--- config.mk ---
export PLATFORM = sky130hd
export DESIGN_NAME = icap_multiboot_seq_flat
export DESIGN_NICKNAME = d
export VERILOG_FILES = /design/src/rtl/icap_multiboot_seq_if.sv /design/src/rtl/icap_multiboot_seq.sv /design/src/flat_wrapper.sv
export SDC_FILE = /design/constraint.sdc
export NUM_CORES = 1
export LEC_CHECK = 0
export BUFFER_PORTS_ARGS = -buffer_cell sky130_fd_sc_hd__buf_2
export CORE_ASPECT_RATIO = 1.5
export CORE_MARGIN = 2
export CORE_UTILIZATION = 56
export DETAILED_ROUTE_END_ITERATION = 7
export PLACE_DENSITY = 0.84
export SLEW_MARGIN = 20
export SYNTH_ARGS = -nofsm -noshare
export SYNTH_HDL_FRONTEND = slang
export SYNTH_SLANG_ARGS = --single-unit
--- constraint.sdc ---
create_clock -name i_clk -period 4.5 [get_ports i_clk]
set_clock_uncertainty 0.1 [all_clocks]
set_input_delay 0.675 -clock i_clk [delete_from_list [all_inputs] [get_ports i_clk]]
set_output_delay 0.675 -clock i_clk [all_outputs]
set_load 0.01 [all_outputs]
--- src/rtl/icap_multiboot_seq_if.sv ---
// Request/slot in, status and ICAP word stream out, between reboot control and the ICAPE2 wrapper.
interface icap_multiboot_seq_if #(
    parameter int unsigned SLOT_BITS = 2
);
    logic                 req;
    logic [SLOT_BITS-1:0] slot;
    logic                 busy;
    logic                 done;
    logic                 icap_clk;
    logic                 icap_ce;
    logic                 icap_we;
    logic [31:0]          icap_data;

    modport master (
        output req, slot,
        input  busy, done, icap_clk, icap_ce, icap_we, icap_data
    );

    modport slave (
        input  req, slot,
        output busy, done, icap_clk, icap_ce, icap_we, icap_data
    );
endinterface

--- src/rtl/icap_multiboot_seq.sv ---
// Artix-7 warm-reboot sequencer: streams the IPROG word sequence for a selected flash slot
// to the ICAPE2 wrapper at a divided rate and generates the wrapper's ICAP clock.
module icap_multiboot_seq #(
    parameter int unsigned CLKDIV    = 8,
    parameter int unsigned SLOT_BITS = 2,
    parameter logic [31:0] SLOT_SIZE = 32'h0040_0000,
    parameter logic [31:0] BASE_ADDR = 32'h0000_0000,
    parameter bit          ADDR32    = 1'b0,
    parameter int unsigned NOP_TAIL  = 8
) (
    input  logic          i_clk,
    input  logic          i_rst,
    icap_multiboot_seq_if.slave io_bus
);
    // state   | meaning
    // S_IDLE  | waiting for req
    // S_ARMED | slot address latched, waiting for the first word boundary
    // S_SEND  | presenting word r_idx
    // S_DONE  | all words sent, idle outputs, holds until reset
    typedef enum logic [1:0] {S_IDLE, S_ARMED, S_SEND, S_DONE} state_t;

    localparam int unsigned DW       = $clog2(CLKDIV);
    localparam logic [8:0]  LAST_IDX = 9'(6 + NOP_TAIL);

    state_t               r_state, w_state_nxt;
    logic [DW-1:0]        r_dcnt, w_dcnt_nxt;
    logic                 w_tick;
    logic [8:0]           r_idx, w_idx_nxt;
    logic [31:0]          r_addr, w_addr_nxt;
    logic [SLOT_BITS-1:0] w_slot;
    logic [31:0]          w_byte_addr;
    logic [31:0]          w_wbstar;
    logic                 r_icap_clk;
    logic                 r_ce, r_we, w_ce, w_we;
    logic [31:0]          r_data, w_data;

    assign w_slot      = io_bus.slot;
    assign w_byte_addr = BASE_ADDR + 32'(w_slot) * SLOT_SIZE;
    assign w_wbstar    = ADDR32 ? {8'h00, r_addr[31:8]} : {8'h00, r_addr[23:0]};

    assign w_tick     = (r_dcnt == DW'(CLKDIV - 1));
    assign w_dcnt_nxt = w_tick ? '0 : r_dcnt + 1'b1;

    always_ff @(posedge i_clk) begin
        if (i_rst) begin
            r_state    <= S_IDLE;
            r_dcnt     <= '0;
            r_idx      <= '0;
            r_addr     <= '0;
            r_icap_clk <= 1'b0;
            r_ce       <= 1'b0;
            r_we       <= 1'b0;
            r_data     <= 32'hFFFF_FFFF;
        end else begin
            r_state    <= w_state_nxt;
            r_dcnt     <= w_dcnt_nxt;
            r_idx      <= w_idx_nxt;
            r_addr     <= w_addr_nxt;
            // registered so icap_clk tracks the count it is derived from without a lag
            r_icap_clk <= (w_dcnt_nxt >= DW'(CLKDIV / 2));
            r_ce       <= w_ce;
            r_we       <= w_we;
            r_data     <= w_data;
        end
    end

    always_comb begin
        w_state_nxt = r_state;
        w_idx_nxt   = r_idx;
        w_addr_nxt  = r_addr;
        case (r_state)
            S_IDLE: begin
                if (io_bus.req) begin
                    w_state_nxt = S_ARMED;
                    w_addr_nxt  = w_byte_addr;
                end
            end
            S_ARMED: begin
                if (w_tick) begin
                    w_state_nxt = S_SEND;
                    w_idx_nxt   = '0;
                end
            end
            S_SEND: begin
                if (w_tick) begin
                    if (r_idx == LAST_IDX) w_state_nxt = S_DONE;
                    else                   w_idx_nxt   = r_idx + 9'd1;
                end
            end
            default: w_state_nxt = S_DONE;
        endcase
    end

    // Word for the coming period, loaded into the output registers on the same edge as the state.
    always_comb begin
        w_ce   = 1'b0;
        w_we   = 1'b0;
        w_data = 32'hFFFF_FFFF;
        if (w_state_nxt == S_SEND && w_idx_nxt != 9'd0) begin
            w_ce = 1'b1;
            w_we = 1'b1;
            case (w_idx_nxt)
                9'd1:    w_data = 32'hAA99_5566;
                9'd2:    w_data = 32'h2000_0000;
                9'd3:    w_data = 32'h3002_0001;
                9'd4:    w_data = w_wbstar;
                9'd5:    w_data = 32'h3000_8001;
                9'd6:    w_data = 32'h0000_000F;
                default: w_data = 32'h2000_0000;
            endcase
        end
    end

    assign io_bus.busy      = (r_state != S_IDLE);
    assign io_bus.done      = (r_state == S_DONE);
    assign io_bus.icap_clk  = r_icap_clk;
    assign io_bus.icap_ce   = r_ce;
    assign io_bus.icap_we   = r_we;
    assign io_bus.icap_data = r_data;
endmodule
--- src/flat_wrapper.sv ---
// flat-port wrapper written by rule: the top's interface ports become plain ports
module icap_multiboot_seq_flat 
#(
    parameter int unsigned CLKDIV    = 8,
    parameter int unsigned SLOT_BITS = 2,
    parameter logic [31:0] SLOT_SIZE = 32'h0040_0000,
    parameter logic [31:0] BASE_ADDR = 32'h0000_0000,
    parameter bit          ADDR32    = 1'b0,
    parameter int unsigned NOP_TAIL  = 8
)
  (i_clk, i_rst, io_bus_req, io_bus_slot, io_bus_busy, io_bus_done, io_bus_icap_clk, io_bus_icap_ce, io_bus_icap_we, io_bus_icap_data);
  icap_multiboot_seq_if #(.SLOT_BITS(SLOT_BITS)) io_bus_i ();
  input  logic i_clk;
  input  logic i_rst;
  input wire logic [$bits(io_bus_i.req)-1:0] io_bus_req;
  input wire logic [$bits(io_bus_i.slot)-1:0] io_bus_slot;
  output wire logic [$bits(io_bus_i.busy)-1:0] io_bus_busy;
  output wire logic [$bits(io_bus_i.done)-1:0] io_bus_done;
  output wire logic [$bits(io_bus_i.icap_clk)-1:0] io_bus_icap_clk;
  output wire logic [$bits(io_bus_i.icap_ce)-1:0] io_bus_icap_ce;
  output wire logic [$bits(io_bus_i.icap_we)-1:0] io_bus_icap_we;
  output wire logic [$bits(io_bus_i.icap_data)-1:0] io_bus_icap_data;
  assign io_bus_i.req = io_bus_req;
  assign io_bus_i.slot = io_bus_slot;
  assign io_bus_busy = io_bus_i.busy;
  assign io_bus_done = io_bus_i.done;
  assign io_bus_icap_clk = io_bus_i.icap_clk;
  assign io_bus_icap_ce = io_bus_i.icap_ce;
  assign io_bus_icap_we = io_bus_i.icap_we;
  assign io_bus_icap_data = io_bus_i.icap_data;
  icap_multiboot_seq #(.CLKDIV(CLKDIV), .SLOT_BITS(SLOT_BITS), .SLOT_SIZE(SLOT_SIZE), .BASE_ADDR(BASE_ADDR), .ADDR32(ADDR32), .NOP_TAIL(NOP_TAIL)) u_core (.i_clk(i_clk), .i_rst(i_rst), .io_bus(io_bus_i));
endmodule
==> key figures <==
Floorplanning
  • I/O pins: 42
  • DIE HEIGHT: 69.8 um
  • Core Footprint: 0.00271 sq mm
  • Die width: 47.9 um
  • Die area: 0.00334 sq mm
  • Starting Density: 59.8%
  • Num rows: 23

GRT
  • All-Layer GR Usage: 22.8%
  • First-pass GRT wire length: 5.61 mm
  • Largest net degree at the start of global routing: 17
  • Vias in the first global route: 1277
  • Grt ovf: 0
  • Initial antenna violation count: 0

CTS
  • Clk sinks: 28
  • Clk root buf: clkbuf_8
  • CTS tree: done
  • Clock slew at reported path FFs: approximately 0.09 ns
  • TritonCTS Buffers: 3
  • CTS Hold Buffers Added: 0
  • Post-CTS setup buffers: 0
  • Clk buf depth: 2
  • Worst skew pair latency: approximately 0.28 ns
  • Htree depth: 1
  • PostCTS Resize Cnt: 0

Power and ir drop
  • Leakage Power: 0.688 nW
  • Peak VDD IR: 175 uV
  • PD cells: 257 mW/mm^2
  • Total power: 0.443 mW

STA
  • Final count of negative-setup-slack endpoints: 0
  • Fin. Hold Viols: 0
  • Count of pins over their slew limit: 0
  • Fmax: 0.371 GHz
  • Max_slew headroom: 52.3%
  • Worst Tran Pin Value: 0.714 ns
  • Final period util: 59.9%
  • Setup TNS: 0 ns
  • Post-layout minimum cycle time: 2.70 ns
  • Unrepaired setup endpoints after global routing: false

Detailed routing
  • Per-cell routed wire length: 14.7 um
  • Antenna-violating nets left: 0
  • Initial DRC count: 68
  • Drt via density: 5.97
  • Drt pass-1 iters: 4
  • Routed wire length: 3.42 mm
  • Drt drc: 0
  • Via count of the routed design: 1386

Critical path
  • Crit path DAT: 2.78 ns
  • CP Max Fanout: 13
  • CP Class: reg -> reg
  • Worst EP required: 4.59 ns
  • CP Capture Type: flip-flop
  • Worst Setup Start Kind: flip-flop

Min path
  • Min-Delay Path Class: reg -> reg

Synth
  • Syn_nets: 191
  • Top cells by area, synth: dfxtp_1 (35%), buf_4 (10%), ha_1 (6.2%)
  • Netlist cell types: about 50
  • Synthesized instance count: between 150 and 200
  • Sequential area share after synthesis: 34.7%
  • Syn. warnings: 0
  • Synth area leader: dfxtp_1
  • Post-Synthesis Cell Area: roughly 0.0016 sq mm
  • Yosys top cell area share: about a third
  • Mean Syn Cell Area: 9.08 sq um
  • FF+latch count, synth: 28

Cells and area
  • Util after Layout: 63.7%
  • Layout cell share with drive strength beyond 1: 27.7%
  • # diodes: 0
  • Fill count: 250
  • Fin nets: 209
  • Area Growth Syn to Fin: 6.66%
  • Finished Layout Cells: approximately 230

Run
  • Max Cap Viol: 0

Place
  • Final Wtd Congestion: 1.16
  • Number of placed instances with taps included: between 200 and 250
  • Port-buffer cells: 41
  • Dpl hpwl: 2.59 mm

Status
  • Status: finished clean
==> where the power goes <==
group / switching, mW / total [mW] / leakage [nW] / internal (mW)
clock: 0.0795 / 0.158 / 0.0288 / 0.0785
sequential: 0.00327 / 0.255 / 0.227 / 0.252
combinational: 0.0189 / 0.0299 / 0.432 / 0.0110
==> cells in the mapped netlist, drive strengths merged <==
master    n
clkbuf    2
a2111oi   1
o21ai     8
o32a      1
xnor2     3
nor2b     6
a21boi    1
nand2    10
a21o      1
and4      3
o211a     1
and4bb    1
o21bai    1
buf      26
a311oi    1
inv       7
a41oi     1
nand3     7
and3      3
or3       1
dfxtp    28
o211ai    2
a21oi     8
and2      2
nor3      5
o32ai     1
o31ai     4
o221ai    1
a221oi    2
ha        8
nor2     13
o2bb2ai   1
nor4b     1
a31oi     2
nand4     5
nor4      1
a211oi    3
or2       1
nand2b    1
xor2      1
or4       1
o21a      2
==> sequential cells by signal (all words and copies together) (netlist names) <==
name and flops:
u_core.io_bus.icap_data 11, u_core.r_addr 2, u_core.io_bus.icap_ce 1, u_core.r_dcnt 2, u_core.r_idx 9, u_core.io_bus.icap_clk 1
u_core.r_state 2
==> worst max-delay path: stages (launching register included) <==
cell	delay, ns
dfxtp_1	0.35
ha_1	0.15
ha_1	0.39
nand2b_1	0.26
nand2_1	0.16
a221oi_1	0.48
and4_4	0.32
nand3_4	0.11
o31ai_1	0.28
==> routing by layer <==
| metal | vias to the layer above | wire length (um) | GRT usage, % |
|---|---|---|---|
| li1 | 656 | - | - |
| met1 | 628 | 1250 | 25.7 |
| met2 | 88 | 1760 | 38.1 |
| met3 | 14 | 274 | 2.60 |
| met4 | 0 | 129 | 13.2 |
| met5 | - | 0 | 0 |
==> placed cells by master, fill, tap and decap left out, drive strengths merged, types with 2 or more instances in the layout <==
cell type  instances
buf               41
dfxtp             28
nor2              13
nand2             10
a21oi              8
ha                 8
o21ai              8
inv                7
nand3              7
nor2b              6
nand4              5
nor3               5
o31ai              4
clkbuf             4
and3               3
xnor2              3
and4               3
a211oi             3
and2               2
o211ai             2
a31oi              2
o21a               2
a221oi             2
==> logic make-up (layout without fill, tap and decap cells) <==
logic type | count (synthesis) | count (layout) | share of synthesized area (%)
simple gates | 61 | 61 | 22.3
compound gates | 42 | 42 | 20.7
buf+inv | 35 | 52 | 13.9
flops | 28 | 28 | 34.7
fa+ha+maj | 8 | 8 | 6.19
xor+xnor | 4 | 4 | 2.17
==> layout make-up <==
class | instances | area (sq um) | share of cell area, %
Clock buffer | 4 | 55.1 | 3.19
Tap cell | 37 | 46.3 | 2.69
Timing Repair Buffer | 41 | 205 | 11.9
Inverter | 7 | 26.3 | 1.52
Multi-Input combinational cell | 115 | 831 | 48.2
Sequential cell | 28 | 561 | 32.5
==> per-stage QoR <==
stage                     hold slack [ns]  area [sq um]  setup slack (ns)
after global placement              0.314          1670              2.00
after global routing                0.360          1720              1.60
final                               0.339          1720              1.80
after floorplan                     0.300          1620              2.39
after CTS                           0.342          1720              1.82
after detailed placement            0.328          1670              1.85
==> worst paths after layout <==
check / slack [ns] / depth (start not counted) / endpoint / start
worst max register to register: 1.80 / 8 / u_core.io_bus.icap_data[15]$_SDFF_PP1_ / u_core.r_dcnt[0]$_SDFF_PP0_
worst min register to register: 0.34 / 1 / u_core.r_dcnt[0]$_SDFF_PP0_ / u_core.r_dcnt[0]$_SDFF_PP0_
worst max-delay path: 1.80 / 8 / u_core.io_bus.icap_data[15]$_SDFF_PP1_ / u_core.r_dcnt[0]$_SDFF_PP0_
worst min-delay path: 0.34 / 1 / u_core.r_dcnt[0]$_SDFF_PP0_ / u_core.r_dcnt[0]$_SDFF_PP0_
(Power assumes the default switching activity.)
